<file path="src/rtl/freq_channel.sv">
// freq_channel: reciprocal frequency counter; counts clk_i cycles over N periods of async fin_i.
// Latency: results and ready_o appear one cycle after the target-th rise; the 2-flop sync delays every edge equally.
// No backpressure: start_i is ignored while busy, stop_i aborts silently. Option: FREQ_CHANNEL_GLITCH_FILTER_EN.

module freq_channel #(
    parameter int CNT_W = 32,
    parameter int PER_W = 24
) (
    input  logic             clk_i,
    input  logic             rst_i,
    input  logic             fin_i,
    input  logic             start_i,
    input  logic             stop_i,
    input  logic [PER_W-1:0] periods_i,
    output logic [CNT_W-1:0] cnt_ref_o,
    output logic [PER_W-1:0] cnt_per_o,
    output logic             ready_o,
    output logic             busy_o,
    output logic             ovf_o
);

    localparam logic [1:0] ST_IDLE = 2'd0;
    localparam logic [1:0] ST_ARM  = 2'd1;
    localparam logic [1:0] ST_MEAS = 2'd2;

    // Cycles after reset until the edge detector compares two genuinely sampled levels.
`ifdef FREQ_CHANNEL_GLITCH_FILTER_EN
    localparam logic [2:0] PRIME_N = 3'd5;
`else
    localparam logic [2:0] PRIME_N = 3'd3;
`endif

    localparam logic [CNT_W-1:0] REF_ONE = {{(CNT_W-1){1'b0}}, 1'b1};
    localparam logic [CNT_W-1:0] REF_MAX = {CNT_W{1'b1}};
    localparam logic [PER_W-1:0] PER_ONE = {{(PER_W-1){1'b0}}, 1'b1};

    logic       sync1_q, sync1_d;
    logic       sync2_q, sync2_d;
    logic [2:0] prime_q, prime_d;
    logic       lvl_cur;
    logic       lvl_prev;
    logic       rise;

    // Two-flop synchronizer plus a warm-up counter that masks the reset-to-first-sample transition.
    always_comb begin
        sync1_d = fin_i;
        sync2_d = sync1_q;
        prime_d = (prime_q == PRIME_N) ? prime_q : prime_q + 3'd1;
    end

    // Synchronizer and warm-up registers.
    always_ff @(posedge clk_i) begin
        if (rst_i) begin
            sync1_q <= 1'b0;
            sync2_q <= 1'b0;
            prime_q <= 3'd0;
        end else begin
            sync1_q <= sync1_d;
            sync2_q <= sync2_d;
            prime_q <= prime_d;
        end
    end

`ifdef FREQ_CHANNEL_GLITCH_FILTER_EN
    logic [1:0] hist_q, hist_d;
    logic       filt_q, filt_d;

    // Filter level follows the synchronized input only after three equal consecutive samples.
    always_comb begin
        hist_d = {hist_q[0], sync2_q};
        filt_d = filt_q;
        if ((sync2_q == hist_q[0]) && (sync2_q == hist_q[1])) begin
            filt_d = sync2_q;
        end
    end

    // Filter history and output level.
    always_ff @(posedge clk_i) begin
        if (rst_i) begin
            hist_q <= 2'b00;
            filt_q <= 1'b0;
        end else begin
            hist_q <= hist_d;
            filt_q <= filt_d;
        end
    end

    // Edge taken on the filter's next value so every edge sees exactly two extra cycles.
    assign lvl_cur  = filt_d;
    assign lvl_prev = filt_q;
`else
    logic prev_q, prev_d;

    // Previous synchronized level for edge detection.
    always_comb begin
        prev_d = sync2_q;
    end

    // Edge-detect history register.
    always_ff @(posedge clk_i) begin
        if (rst_i) begin
            prev_q <= 1'b0;
        end else begin
            prev_q <= prev_d;
        end
    end

    assign lvl_cur  = sync2_q;
    assign lvl_prev = prev_q;
`endif

    assign rise = lvl_cur & ~lvl_prev & (prime_q == PRIME_N);

    logic [1:0]       state_q, state_d;
    logic [CNT_W-1:0] ref_q, ref_d;
    logic [PER_W-1:0] per_q, per_d;
    logic [PER_W-1:0] tgt_q, tgt_d;
    logic [CNT_W-1:0] cnt_ref_q, cnt_ref_d;
    logic [PER_W-1:0] cnt_per_q, cnt_per_d;
    logic             ovf_q, ovf_d;
    logic             ready_q, ready_d;
    logic [CNT_W-1:0] ref_inc;
    logic [PER_W-1:0] per_inc;
    logic             sat;

    assign ref_inc = ref_q + REF_ONE;
    assign per_inc = per_q + PER_ONE;
    // Saturate on the cycle the counter would become all-ones; that value is the reported count.
    assign sat     = (ref_inc == REF_MAX);

    // Measurement FSM: stop beats saturation, saturation beats rise.
    always_comb begin
        state_d   = state_q;
        ref_d     = ref_q;
        per_d     = per_q;
        tgt_d     = tgt_q;
        cnt_ref_d = cnt_ref_q;
        cnt_per_d = cnt_per_q;
        ovf_d     = ovf_q;
        ready_d   = 1'b0;
        case (state_q)
            ST_IDLE: begin
                if (!stop_i && start_i && (periods_i != '0)) begin
                    state_d = ST_ARM;
                    tgt_d   = periods_i;
                    ref_d   = '0;
                end
            end
            ST_ARM: begin
                ref_d = ref_inc;
                if (stop_i) begin
                    state_d = ST_IDLE;
                end else if (sat) begin
                    cnt_ref_d = REF_MAX;
                    cnt_per_d = '0;
                    ovf_d     = 1'b1;
                    ready_d   = 1'b1;
                    state_d   = ST_IDLE;
                end else if (rise) begin
                    ref_d   = '0;
                    per_d   = '0;
                    state_d = ST_MEAS;
                end
            end
            ST_MEAS: begin
                ref_d = ref_inc;
                if (stop_i) begin
                    state_d = ST_IDLE;
                end else if (sat) begin
                    cnt_ref_d = REF_MAX;
                    cnt_per_d = per_q;
                    ovf_d     = 1'b1;
                    ready_d   = 1'b1;
                    state_d   = ST_IDLE;
                end else if (rise) begin
                    per_d = per_inc;
                    if (per_inc == tgt_q) begin
                        cnt_ref_d = ref_inc;
                        cnt_per_d = per_inc;
                        ovf_d     = 1'b0;
                        ready_d   = 1'b1;
                        state_d   = ST_IDLE;
                    end
                end
            end
            default: begin
                state_d = ST_IDLE;
            end
        endcase
    end

    // FSM, counters and result registers.
    always_ff @(posedge clk_i) begin
        if (rst_i) begin
            state_q   <= ST_IDLE;
            ref_q     <= '0;
            per_q     <= '0;
            tgt_q     <= '0;
            cnt_ref_q <= '0;
            cnt_per_q <= '0;
            ovf_q     <= 1'b0;
            ready_q   <= 1'b0;
        end else begin
            state_q   <= state_d;
            ref_q     <= ref_d;
            per_q     <= per_d;
            tgt_q     <= tgt_d;
            cnt_ref_q <= cnt_ref_d;
            cnt_per_q <= cnt_per_d;
            ovf_q     <= ovf_d;
            ready_q   <= ready_d;
        end
    end

    assign cnt_ref_o = cnt_ref_q;
    assign cnt_per_o = cnt_per_q;
    assign ovf_o     = ovf_q;
    assign ready_o   = ready_q;
    assign busy_o    = (state_q != ST_IDLE);

endmodule
</file>
<file path="config.mk">
export PLATFORM = sky130hd
export DESIGN_NAME = freq_channel
export DESIGN_NICKNAME = d
export VERILOG_FILES = /design/src/rtl/freq_channel.sv
export SDC_FILE = /design/constraint.sdc
export NUM_CORES = 1
export LEC_CHECK = 0
export CORE_ASPECT_RATIO = 0.7
export CORE_MARGIN = 3
export CORE_UTILIZATION = 62
export DETAILED_ROUTE_END_ITERATION = 10
export DONT_BUFFER_PORTS = 1
export GPL_TIMING_DRIVEN = 0
export PLACE_DENSITY_LB_ADDON = 0.05
export SETUP_SLACK_MARGIN = 0.4
export SLEW_MARGIN = 15
export SYNTH_ARGS = -nofsm -noshare
export SYNTH_HDL_FRONTEND = slang
export SYNTH_SLANG_ARGS = --single-unit
</file>
<file path="constraint.sdc">
create_clock -name clk_i -period 8 [get_ports clk_i]
set_input_delay 0.8 -clock clk_i [delete_from_list [all_inputs] [get_ports clk_i]]
set_output_delay 0.8 -clock clk_i [all_outputs]
set_load 0.03 [all_outputs]
</file>
==> results of run 1 <==
[sequential cells by signal, summed over array words and instances (netlist names)]
name / flops
cnt_per_o: 24
cnt_ref_o: 32
lvl_cur: 1
lvl_prev: 1
ovf_o: 1
per_q: 24
prime_q: 3
ready_o: 1
ref_q: 32
state_q: 2
sync1_q: 1
tgt_q: 24
[worst max-delay path by stage]
stage	end	slack, ns
2_1_floorplan	cnt_ref_o[31]$_SDFFE_PP0P_	4.53
3_3_place_gp	cnt_per_o[5]$_SDFFE_PP0P_	3.57
3_5_place_dp	cnt_per_o[5]$_SDFFE_PP0P_	3.58
4_1_cts	cnt_per_o[5]$_SDFFE_PP0P_	3.55
5_1_grt	cnt_per_o[5]$_SDFFE_PP0P_	3.13
6_report	cnt_per_o[4]$_SDFFE_PP0P_	3.25
[layout make-up]
class / instances / area [um2]
multi-input cells: 781 / 4870
plain buffers: 89 / 365
inverters: 20 / 75.1
repair buffers: 1 / 7.51
clock inverters: 14 / 154
clock buffers: 18 / 439
well taps: 162 / 203
fillers: 1048 / 3640
flip-flops and latches: 146 / 2920
[routing by layer]
| metal | up-vias | share of wire, % | track usage, % |
|---|---|---|---|
| met4 | 0 | 1.3 | 7.89 |
| met2 | 591 | 36 | 42.1 |
| met1 | 3766 | 45 | 58.1 |
| li1 | 3848 | - | - |
| met5 | - | 0 | 0 |
| met3 | 35 | 18 | 16.1 |
[stage by stage]
stage	worst slack, ns	power (W)	cell area [um2]
floorplan	4.53	0.000945	8230
global placement	3.57	0.00101	8430
detailed placement	3.58	0.00101	8440
CTS	3.55	0.00181	9030
global route	3.13	0.00188	9030
finish	3.25	0.00182	9030
[synth_stat cells, types with 21 or more instances]
cell type / count
dfxtp_1: 146
nand4_1: 21
nand2_1: 103
mux2i_1: 27
xnor2_1: 42
nor2_1: 109
nor4_1: 21
xor2_1: 28
clkbuf_1: 63
nand3_1: 53
a21oi_1: 71
o21ai_0: 46
[cells by family after synthesis]
logic type | Yosys count
simple gates | 420
xor+xnor | 70
buf+inv | 109
flops | 146
mux | 29
fa+ha+maj | 9
compound gates | 253
[worst max-delay path: stages (launching register included)]
cell and delay, ns:
dfxtp_1 0.51, ha_1 0.22, inv_1 0.13, nor4_2 0.65, nand3_1 0.26, xor2_1 0.26
or4_1 0.60, nor4_1 0.56, buf_2 0.39, buf_2 0.32, nor2_1 0.10, xnor2_1 0.48
o32ai_1 0.13
[power by group through the flow]
stage | sequential (W) | combinational, W | clock (W)
after floorplan | 0.000780 | 0.000165 | 0
after global placement | 0.000789 | 0.000218 | 0
after detailed placement | 0.000789 | 0.000221 | 0
after CTS | 0.000774 | 0.000223 | 0.000817
after global routing | 0.000777 | 0.000250 | 0.000849
final | 0.000775 | 0.000232 | 0.000816
==> results.toml, run 1 <==
[route]
first_iter_violations = 1175
avgViaCountPerCell = 6.69
num_vias = 8240
drc = 0
wl_per_cell_um = 21.6
totalWireLength_um = 26600
drt-pass1-iter-count = 5
ant_nets = 0

[synth]
synth_area_leaders = "dfxtp_1, nor2_1, nand2_1"
synthMuxAreaShare_pct = 3.56
yosysTopAreaCell = "dfxtp_1"
synth-simple-area-share_pct = 25.9
synth-seq-area-share_pct = 35.5
syn_inst = 1036
ys_warn_count = 0
ys_seq_elements = 146
synth_top_family_by_area = "simple AND/OR/NAND/NOR gates"
synth_compound_area_share_pct = 20.9
syn_area_mm2 = 0.00823
yosysUniqueCellTypes = 70
async_flop_share_pct = 0
synth-edff-count = 0
synth_fa_ha_area_share_pct = 1.37
synth_top_area_share_pct = 35.5
syn_nets = 1074
synthXorXnorAreaFrac_pct = 7.45
postSynthAreaPerCell_um2 = 7.94
synth_flop_cell = "dfxtp_1"

[placed_design]
portBuffers = 0
place_inst = 1199
place_hpwl_um = 19500
place.gp.congestion = 1.05

[layout]
synthToLayoutAreaGrowth_pct = 9.83
final_common_cell = "dfxtp_1"
num_antenna_cells = 0
post-route-util_pct = 71.3
stdcell_count = 1231
drive_gt1_share_pct = 6.74
nets = 1094
most-common-layout-cells = "dfxtp_1, nor2_1, nand2_1"

[worst_hold_path]
worst_hold_path.endpoint = "lvl_cur$_SDFF_PP0_"
hold_depth = 1
min_path_type = "register to register"
holdCritStartpoint = "sync1_q$_SDFF_PP0_"

[cts]
h-tree-depth = 4
postCtsSetupBuffers = 0
tritoncts = "built"
cts_root_buf = "clkbuf_16"
clkTransAtPathRegs_ns = 0.07
cts_buffers = 17
cts.path.max_buffers = 2
postCtsHoldBufs = 0
clk_latency_ns = 0.43
cts.sinks = 146
post_cts_resized = 0

[sta]
hold_violations = 0
max_freq_ghz = 0.210
setup_viol = 0
setup-tns-final_ns = 0
hold_ws_ns = 0.461
slew_headroom_pct = 32.7
min_period_ns = 4.75
min_period_over_period_pct = 59.4
fin_skew_ns = 0.0140
final_max_slew_viol_count = 0
rsz0062_at_grt = "no"
tightest_slew_ns = 1.00

[die]
initial_core_util_pct = 64.9
fp.coreArea_mm2 = 0.0127
die_x_um = 144
dieArea_mm2 = 0.0147
rows = 34
io_pins = 88
die_y_um = 102

[pwr]
comb_power_share_pct = 12.7
power_frac_seq_pct = 42.5
p_int_w = 0.00128
p_per_area_mw_per_mm2 = 202
p_clk_share_pct = 44.8
switching_share_pct = 29.7
p_leak_nw = 3.25
p_sw_w = 0.000542
ir_worst_vdd_v = 0.000156

[worst_setup_path]
worstPathRequired_ns = 8.30
cp.arrival_ns = 5.06
start_kind = "register"
worst-path-max-fanout = 10
reg2reg_from = "ref_q[1]$_SDFFE_PP0P_"
crit_type = "register to register"
r2r-end = "cnt_per_o[4]$_SDFFE_PP0P_"
reg2reg_depth = 12
cp-startpoint = "ref_q[1]$_SDFFE_PP0P_"
end_kind = "register"
ff2ff_setup_slack_ns = 3.25

[outcome]
status = "finished, final reports clean"

[job]
drv_cap = 0

[global_routing]
grt_usage_pct = 36.1
grt_first_pass_wirelength_um = 40600
antenna_found_initial = 0
globalRoute.totalOverflow = 0
first_global_vias = 7064
grt_max_degree = 17
(Power assumes the default switching activity.)
==> run 2: changes to the inputs <==
--- a/config.mk
+++ b/config.mk
@@ -7,7 +7,7 @@
 export LEC_CHECK = 0
 export CORE_ASPECT_RATIO = 0.7
 export CORE_MARGIN = 3
-export CORE_UTILIZATION = 62
+export CORE_UTILIZATION = 58
 export DETAILED_ROUTE_END_ITERATION = 10
 export DONT_BUFFER_PORTS = 1
 export GPL_TIMING_DRIVEN = 0
==> constraint.sdc (replaced) <==
create_clock -name clk_i -period 4.1 [get_ports clk_i]
set_input_delay 0.41 -clock clk_i [delete_from_list [all_inputs] [get_ports clk_i]]
set_output_delay 0.41 -clock clk_i [all_outputs]
set_load 0.03 [all_outputs]
==> results.toml, run 2 (synthesized netlist as in run 1, its figures left out) <==
[outcome]
status = "finished, final reports clean"

[sta]
tightest_slew_ns = 1.18
min_period_over_period_pct = 89.6
setup-tns-final_ns = 0
fin_skew_ns = 0.0117
setup_viol = 0
hold_violations = 0
rsz0062_at_grt = "yes"
slew_headroom_pct = 20.6
min_period_ns = 3.67
max_freq_ghz = 0.272
final_max_slew_viol_count = 0

[worst_setup_path]
worstPathRequired_ns = 4.44
end_kind = "register"
cp_slowest_cell = "or4_4"
crit_top_cell = "or4_4"
crit_type = "register to register"
cp.buffers_inverters = 3
ff2ff_setup_slack_ns = 0.43
crit_chain = "ha_1 > inv_2 > or4_4 > nor3_2 > xnor2_2 > or4_4 > or4_4 > buf_6 > a211oi_4 > buf_6 > nand2_1 > a31oi_1"
cp.arrival_ns = 4.02
worst-path-max-fanout = 7
max_stage_delay_ns = 0.58
start_kind = "register"
cpLargestDelayFamily = "simple AND/OR/NAND/NOR gates"

[worst_hold_path]
min_path_type = "input port to register"

[die]
die_x_um = 148
initial_core_util_pct = 61.0
rows = 35
dieArea_mm2 = 0.0157
fp.coreArea_mm2 = 0.0135
die_y_um = 106
io_pins = 88

[cts]
h-tree-depth = 4
tritoncts = "built"
clkTransAtPathRegs_ns = 0.07
cts.path.max_buffers = 2
cts_root_buf = "clkbuf_16"
cts_buffers = 17
cts.sinks = 146
postCtsHoldBufs = 0
clk_latency_ns = 0.44

[route]
num_vias = 8626
totalWireLength_um = 28700
drc = 0
drt-pass1-iter-count = 8
ant_nets = 0
first_iter_violations = 1311
avgViaCountPerCell = 6.72
wl_per_cell_um = 22.4

[layout]
fill_cells = 1077
nets = 1125
num_antenna_cells = 0
most-common-layout-cells = "dfxtp_1, nor2_1, nand2_1"
drive_gt1_share_pct = 17.2
final_common_cell = "dfxtp_1"
post-route-util_pct = 72.9
synthToLayoutAreaGrowth_pct = 19.5

[placed_design]
portBuffers = 0
place_hpwl_um = 19900
place.gp.congestion = 0.991

[global_routing]
grt-busiest-layer = "met1"
gr-usage-met2_pct = 44.0
first_global_vias = 7630
globalRoute.totalOverflow = 0
met3_usage_pct = 16.7
use_met1_pct = 54.8
grt_first_pass_wirelength_um = 43400
antenna_found_initial = 0
grt_usage_pct = 35.6
grt_max_degree = 17

[pwr]
ir_worst_vdd_v = 0.000225
p_leak_nw = 3.65
power_w = 0.00358
p_per_area_mw_per_mm2 = 364

[job]
drv_cap = 0
-- run 2: layout make-up --
| type | count | area [um2] | share of cell area (%) |
|---|---|---|---|
| clock inverter | 13 | 146 | 1.49 |
| inverter | 20 | 75.1 | 0.764 |
| timing repair buffer | 32 | 254 | 2.58 |
| multi-input combinational | 781 | 5260 | 53.5 |
| tap | 185 | 231 | 2.35 |
| clock buffer | 18 | 439 | 4.47 |
| sequential | 146 | 2950 | 30.0 |
| buffer | 89 | 479 | 4.87 |
-- run 2: report_power, final --
group	switching [W]	internal, W
clock network	0.000669	0.000919
logic	0.000323	0.000161
registers	0.0000480	0.00146
total	0.00104	0.00254
-- run 2: what timing repair did --
| item | in CTS | in global routing |
|---|---|---|
| buffers inserted | 11 | 18 |
| pin swaps | 8 | 16 |
| gates cloned | 0 | 2 |
| resized for setup | 54 | 112 |
| endpoints found under the hold margin | 0 | 0 |
| setup endpoints to repair | 113 | 110 |
-- run 2: final timing paths --
| check | cells after the start | startpoint | to |
|---|---|---|---|
| setup / recovery | 12 | ref_q[1]$_SDFFE_PP0P_ | ref_q[10]$_SDFFE_PP0P_ |
| hold / removal | 1 | fin_i | sync1_q$_SDFF_PP0_ |
| setup reg to reg | 12 | ref_q[1]$_SDFFE_PP0P_ | ref_q[10]$_SDFFE_PP0P_ |
| hold reg to reg | 1 | sync1_q$_SDFF_PP0_ | lvl_cur$_SDFF_PP0_ |
-- run 2: metrics by stage --
step           setup WS, ns  hold WS [ns]  instance area (um2)  std cells
6_report              0.428         0.124                 9830       1284
3_5_place_dp         -0.342         0.447                 8470       1222
2_1_floorplan         0.626         0.414                 8230       1036
5_1_grt               0.326         0.131                 9830       1284
3_3_place_gp         -0.342         0.439                 8460       1221
4_1_cts               0.373         0.129                 9360       1264
-- run 2: layer usage --
metal  share of wire, %  routed length (um)
met5                  0                   0
met4                1.8                 507
met3                 17                4950
met2                 37               10600
met1                 44               12700
